==> config.mk <==
export PLATFORM = sky130hd
export DESIGN_NAME = gfx_mem_arbiter
export DESIGN_NICKNAME = d
export VERILOG_FILES = /design/src/rtl/gfx_mem_arbiter.sv
export SDC_FILE = /design/constraint.sdc
export NUM_CORES = 1
export LEC_CHECK = 0
export ABC_AREA = 0
export BUFFER_PORTS_ARGS = -buffer_cell sky130_fd_sc_hd__buf_2
export CORE_UTILIZATION = 39
export DETAILED_ROUTE_END_ITERATION = 16
export PLACE_DENSITY = 0.87
export SKIP_CTS_REPAIR_TIMING = 1
export SLEW_MARGIN = 25
export SYNTH_ARGS = -nofsm -noshare
export SYNTH_HDL_FRONTEND = slang
export SYNTH_SLANG_ARGS = --single-unit
==> constraint.sdc <==
create_clock -name CLK -period 2.2 [get_ports CLK]
set_clock_uncertainty 0.1 [all_clocks]
set_input_delay 0.22 -clock CLK [delete_from_list [all_inputs] [get_ports CLK]]
set_output_delay 0.22 -clock CLK [all_outputs]
set_load 0.01 [all_outputs]
==> src/rtl/gfx_mem_arbiter.sv <==
// gfx_mem_arbiter: sprite/background read arbiter with CPU write path to graphics RAM.
// Optional GFXARB_ROUND_ROBIN_EN: round-robin reads; otherwise sprite has fixed priority.
module gfx_mem_arbiter (
  input  logic        CLK,
  input  logic        RST,
  input  logic [15:0] sp_addr,
  input  logic        sp_valid,
  output logic        sp_ready,
  output logic [15:0] sp_data,
  input  logic [15:0] bg_addr,
  input  logic        bg_valid,
  output logic        bg_ready,
  output logic [15:0] bg_data,
  input  logic [15:0] wr_addr,
  input  logic [15:0] wr_data,
  input  logic        wr_valid,
  output logic        wr_ready,
  output logic [15:0] mem_addr,
  output logic [15:0] mem_wdata,
  output logic        mem_rd,
  output logic        mem_wr,
  input  logic [15:0] mem_rdata
);

  typedef enum logic [1:0] {
    IDLE = 2'd0,
    RD   = 2'd1,
    ACK  = 2'd2
  } state_t;

  state_t      r_state;
  state_t      w_state_nxt;
  logic [15:0] r_addr;
  logic [15:0] w_addr_nxt;
  logic        r_gnt_bg;
  logic        w_gnt_bg_nxt;
  logic        w_rd_start;
  logic        w_pick_bg;

  // A read starts only from IDLE when no write claims the cycle.
  assign w_rd_start = (r_state == IDLE) & ~wr_valid
                    & (sp_valid | bg_valid);

`ifdef GFXARB_ROUND_ROBIN_EN
  logic r_ptr_bg;

  // Pointer names the preferred port when both request.
  assign w_pick_bg = bg_valid & (~sp_valid | r_ptr_bg);

  // After each read grant the pointer moves to the port that lost.
  always_ff @(posedge CLK) begin
    if (RST) begin
      r_ptr_bg <= 1'b0;
    end else if (w_rd_start) begin
      r_ptr_bg <= ~w_pick_bg;
    end
  end
`else
  assign w_pick_bg = bg_valid & ~sp_valid;
`endif

  // State, latched read address and granted-port register.
  always_ff @(posedge CLK) begin
    if (RST) begin
      r_state  <= IDLE;
      r_addr   <= 16'h0000;
      r_gnt_bg <= 1'b0;
    end else begin
      r_state  <= w_state_nxt;
      r_addr   <= w_addr_nxt;
      r_gnt_bg <= w_gnt_bg_nxt;
    end
  end

  // Next-state logic and all outputs; reset forces outputs quiet.
  always_comb begin
    w_state_nxt  = r_state;
    w_addr_nxt   = r_addr;
    w_gnt_bg_nxt = r_gnt_bg;
    sp_ready     = 1'b0;
    sp_data      = 16'h0000;
    bg_ready     = 1'b0;
    bg_data      = 16'h0000;
    wr_ready     = 1'b0;
    mem_addr     = 16'h0000;
    mem_wdata    = 16'h0000;
    mem_rd       = 1'b0;
    mem_wr       = 1'b0;

    unique case (r_state)
      IDLE: begin
        if (w_rd_start) begin
          w_state_nxt  = RD;
          w_addr_nxt   = w_pick_bg ? bg_addr : sp_addr;
          w_gnt_bg_nxt = w_pick_bg;
        end
      end
      RD:      w_state_nxt = ACK;
      ACK:     w_state_nxt = IDLE;
      default: w_state_nxt = IDLE;
    endcase

    if (!RST) begin
      mem_addr = r_addr;
      unique case (r_state)
        IDLE: begin
          if (wr_valid) begin
            mem_wr    = 1'b1;
            mem_addr  = wr_addr;
            mem_wdata = wr_data;
            wr_ready  = 1'b1;
          end
        end
        RD: mem_rd = 1'b1;
        ACK: begin
          if (r_gnt_bg) begin
            bg_ready = 1'b1;
            bg_data  = mem_rdata;
          end else begin
            sp_ready = 1'b1;
            sp_data  = mem_rdata;
          end
        end
        default: ;
      endcase
    end
  end

endmodule

==> impl_metrics.toml <==
[run_status]
outcome = "complete, no violations"

[detailed_routing]
wl_per_cell_um = 12.17
ant_nets = 0
vias = 1789
wl_um = 4515
viasPerCell = 4.822
drt_iter0_markers = 70
drc_errors = 0
first_pass_iters = 4

[synthesis]
synth_top_family_by_area = "simple AND/OR/NAND/NOR gates"
synth_compound_area_share_pct = 17.23
synthFlopType = "dfxtp_1"
synth_xor_xnor_area_share_pct = 0
synth_edf_count = 0
netlist_top_cells_count = "and2_1, nand2_1, dfxtp_1"
synth_nets = 265
synth-seq-cells = 19
yosys.area_share.simple_pct = 37.45
synthArstFlopShare_pct = 0
yosysWarningCount = 0
synth-adder-area-share_pct = 0
avgSynthCellArea_um2 = 8.390
synth_area_mm2 = 0.001510
yosysMostFrequentCell = "and2_1"
muxShareOfSynthArea_pct = 10.60
syn_inst = 180
synth_area_leaders = "dfxtp_1, and2_1, mux2i_1"
yosysUniqueCellTypes = 28
ys_seq_area_share_pct = 25.19
synth_top_area_cell = "dfxtp_1"
synth_top_cell_area_share_pct = 25.19

[timing]
rsz0062_at_grt = "false"
max_freq_ghz = 0.5227
relSlewSlack_pct = 49.17
period_minus_slack_ps = 1913
worstMarginPinSlew_ps = 762.5
setup_viol = 0
setup_tns_ps = 0
period_share_pct = 86.95
drv_slew = 0
hold_viol_final = 0

[worst_setup_path]
max_stage_delay_ps = 560
crit_arrival_ps = 1590
critPathMaxFanout = 17
critPathBufInv = 1
start_kind = "register"
crit_slowest_cell = "dfxtp_1"
path_cells = "and4bb_2 > and2_1 > buf_2"
path_delay_family = "simple AND/OR/NAND/NOR gates"
worstSetupEndpointType = "primary output"
path_class = "reg -> out"
crit_required_ps = 1880

[place]
gp_congestion = 0.7856
port_buffers = 153
place_hpwl_um = 3612

[floorplanning]
die_h_um = 64.23
coreArea_mm2 = 0.003689
start_util_pct = 40.94
rows = 22
io_pins = 154
die_x_um = 64.23
die_area_mm2 = 0.004125

[clocking]
clockBufferDepth = 2
htree_levels = 1
cts_buffers = 3
cts-root-buf = "clkbuf_8"
clk_latency_ps = 250
tritoncts = "yes"
clkSinkCount = 19
clk_pin_slew_ps = 70

[cells_and_area]
drive_gt1_share_pct = 53.56
fin_nets = 409
syn2layout_area_growth_pct = 50.29
antenna_cells = 0
fill_cells = 353
fin_util_pct = 61.53

[global_routing]
grt_pass1_vias = 1581
antenna_found_initial = 0
grt_overflow = 0
grt_max_degree = 24
track_usage_pct = 20.48
grt_pass1_wl_um = 6741

[run]
drv_cap = 0

[pwr]
powerDensity_mw_per_mm2 = 398.9
ir_drop_mv = 0.4580
p_leak_nw = 1.299

[min_path]
hold_class = "in -> reg"
[cell families (layout without fill, tap and decap cells)]
family,after synthesis,after routing
mux,16,16
simple gates,92,92
buf+inv,18,161
flops,19,19
compound gates,35,35
[metrics by stage]
stage / setup WS (ps) / power [mW] / cell area (µm²) / cells / hold WS (ps)
6_report: 287.0 / 0.9055 / 2270 / 371 / 80.26
2_1_floorplan: 628.7 / 0.5586 / 1510 / 180 / 216.6
4_1_cts: 53.43 / 0.9100 / 2260 / 370 / 72.87
3_5_place_dp: 353.5 / 0.6704 / 2213 / 366 / 346.3
5_1_grt: 159.0 / 0.9526 / 2270 / 371 / 76.44
3_3_place_gp: 397.1 / 0.6654 / 2213 / 366 / 338.9
[worst paths after layout]
check	end	cells after the start	start	slack, ps
setup / recovery	bg_data[5]	3	r_state[1]	290
hold / removal	r_gnt_bg	2	sp_valid	80
setup reg to reg	r_addr[11]	3	r_state[0]	510
hold reg to reg	r_addr[13]	1	r_addr[13]	370
[cell type report]
| cell class | instances | area [µm²] | area share, % |
|---|---|---|---|
| Tap cell | 48 | 60.06 | 2.646 |
| Sequential cell | 19 | 380.4 | 16.76 |
| Clock inverter | 1 | 5.005 | 0.2205 |
| Timing Repair Buffer | 156 | 788.3 | 34.73 |
| Multi-Input combinational cell | 143 | 991.0 | 43.66 |
| Inverter | 1 | 3.754 | 0.1654 |
| Clock buffer | 3 | 41.29 | 1.819 |
[state kept, by name, summed over array words and instances (netlist names)]
name / flops
r_state: 2
r_gnt_bg: 1
r_addr: 16
[layer usage]
layer	vias up	wire, µm	global-route usage [%]
met5	-	0	0
met4	0	27	5.000
met3	2	298	4.107
met2	74	2221	36.44
met1	803	1967	25.00
li1	910	-	-
[report_power, final]
group | switching, mW | leakage [nW] | internal, mW
sequential | 0.0192 | 0.156 | 0.367
combinational | 0.139 | 1.12 | 0.139
clock | 0.115 | 0.0255 | 0.126
total | 0.273 | 1.30 | 0.632
[cell usage in the layout, fill, tap and decap left out, drive strengths merged, types with 3 or more instances in the layout]
cell / n
buf: 156
dfxtp: 19
mux2i: 16
and2: 33
clkbuf: 3
nand2: 32
a21oi: 18
and3: 16
nor3b: 3
o2bb2ai: 16
Power figures use the tool's default switching activity.
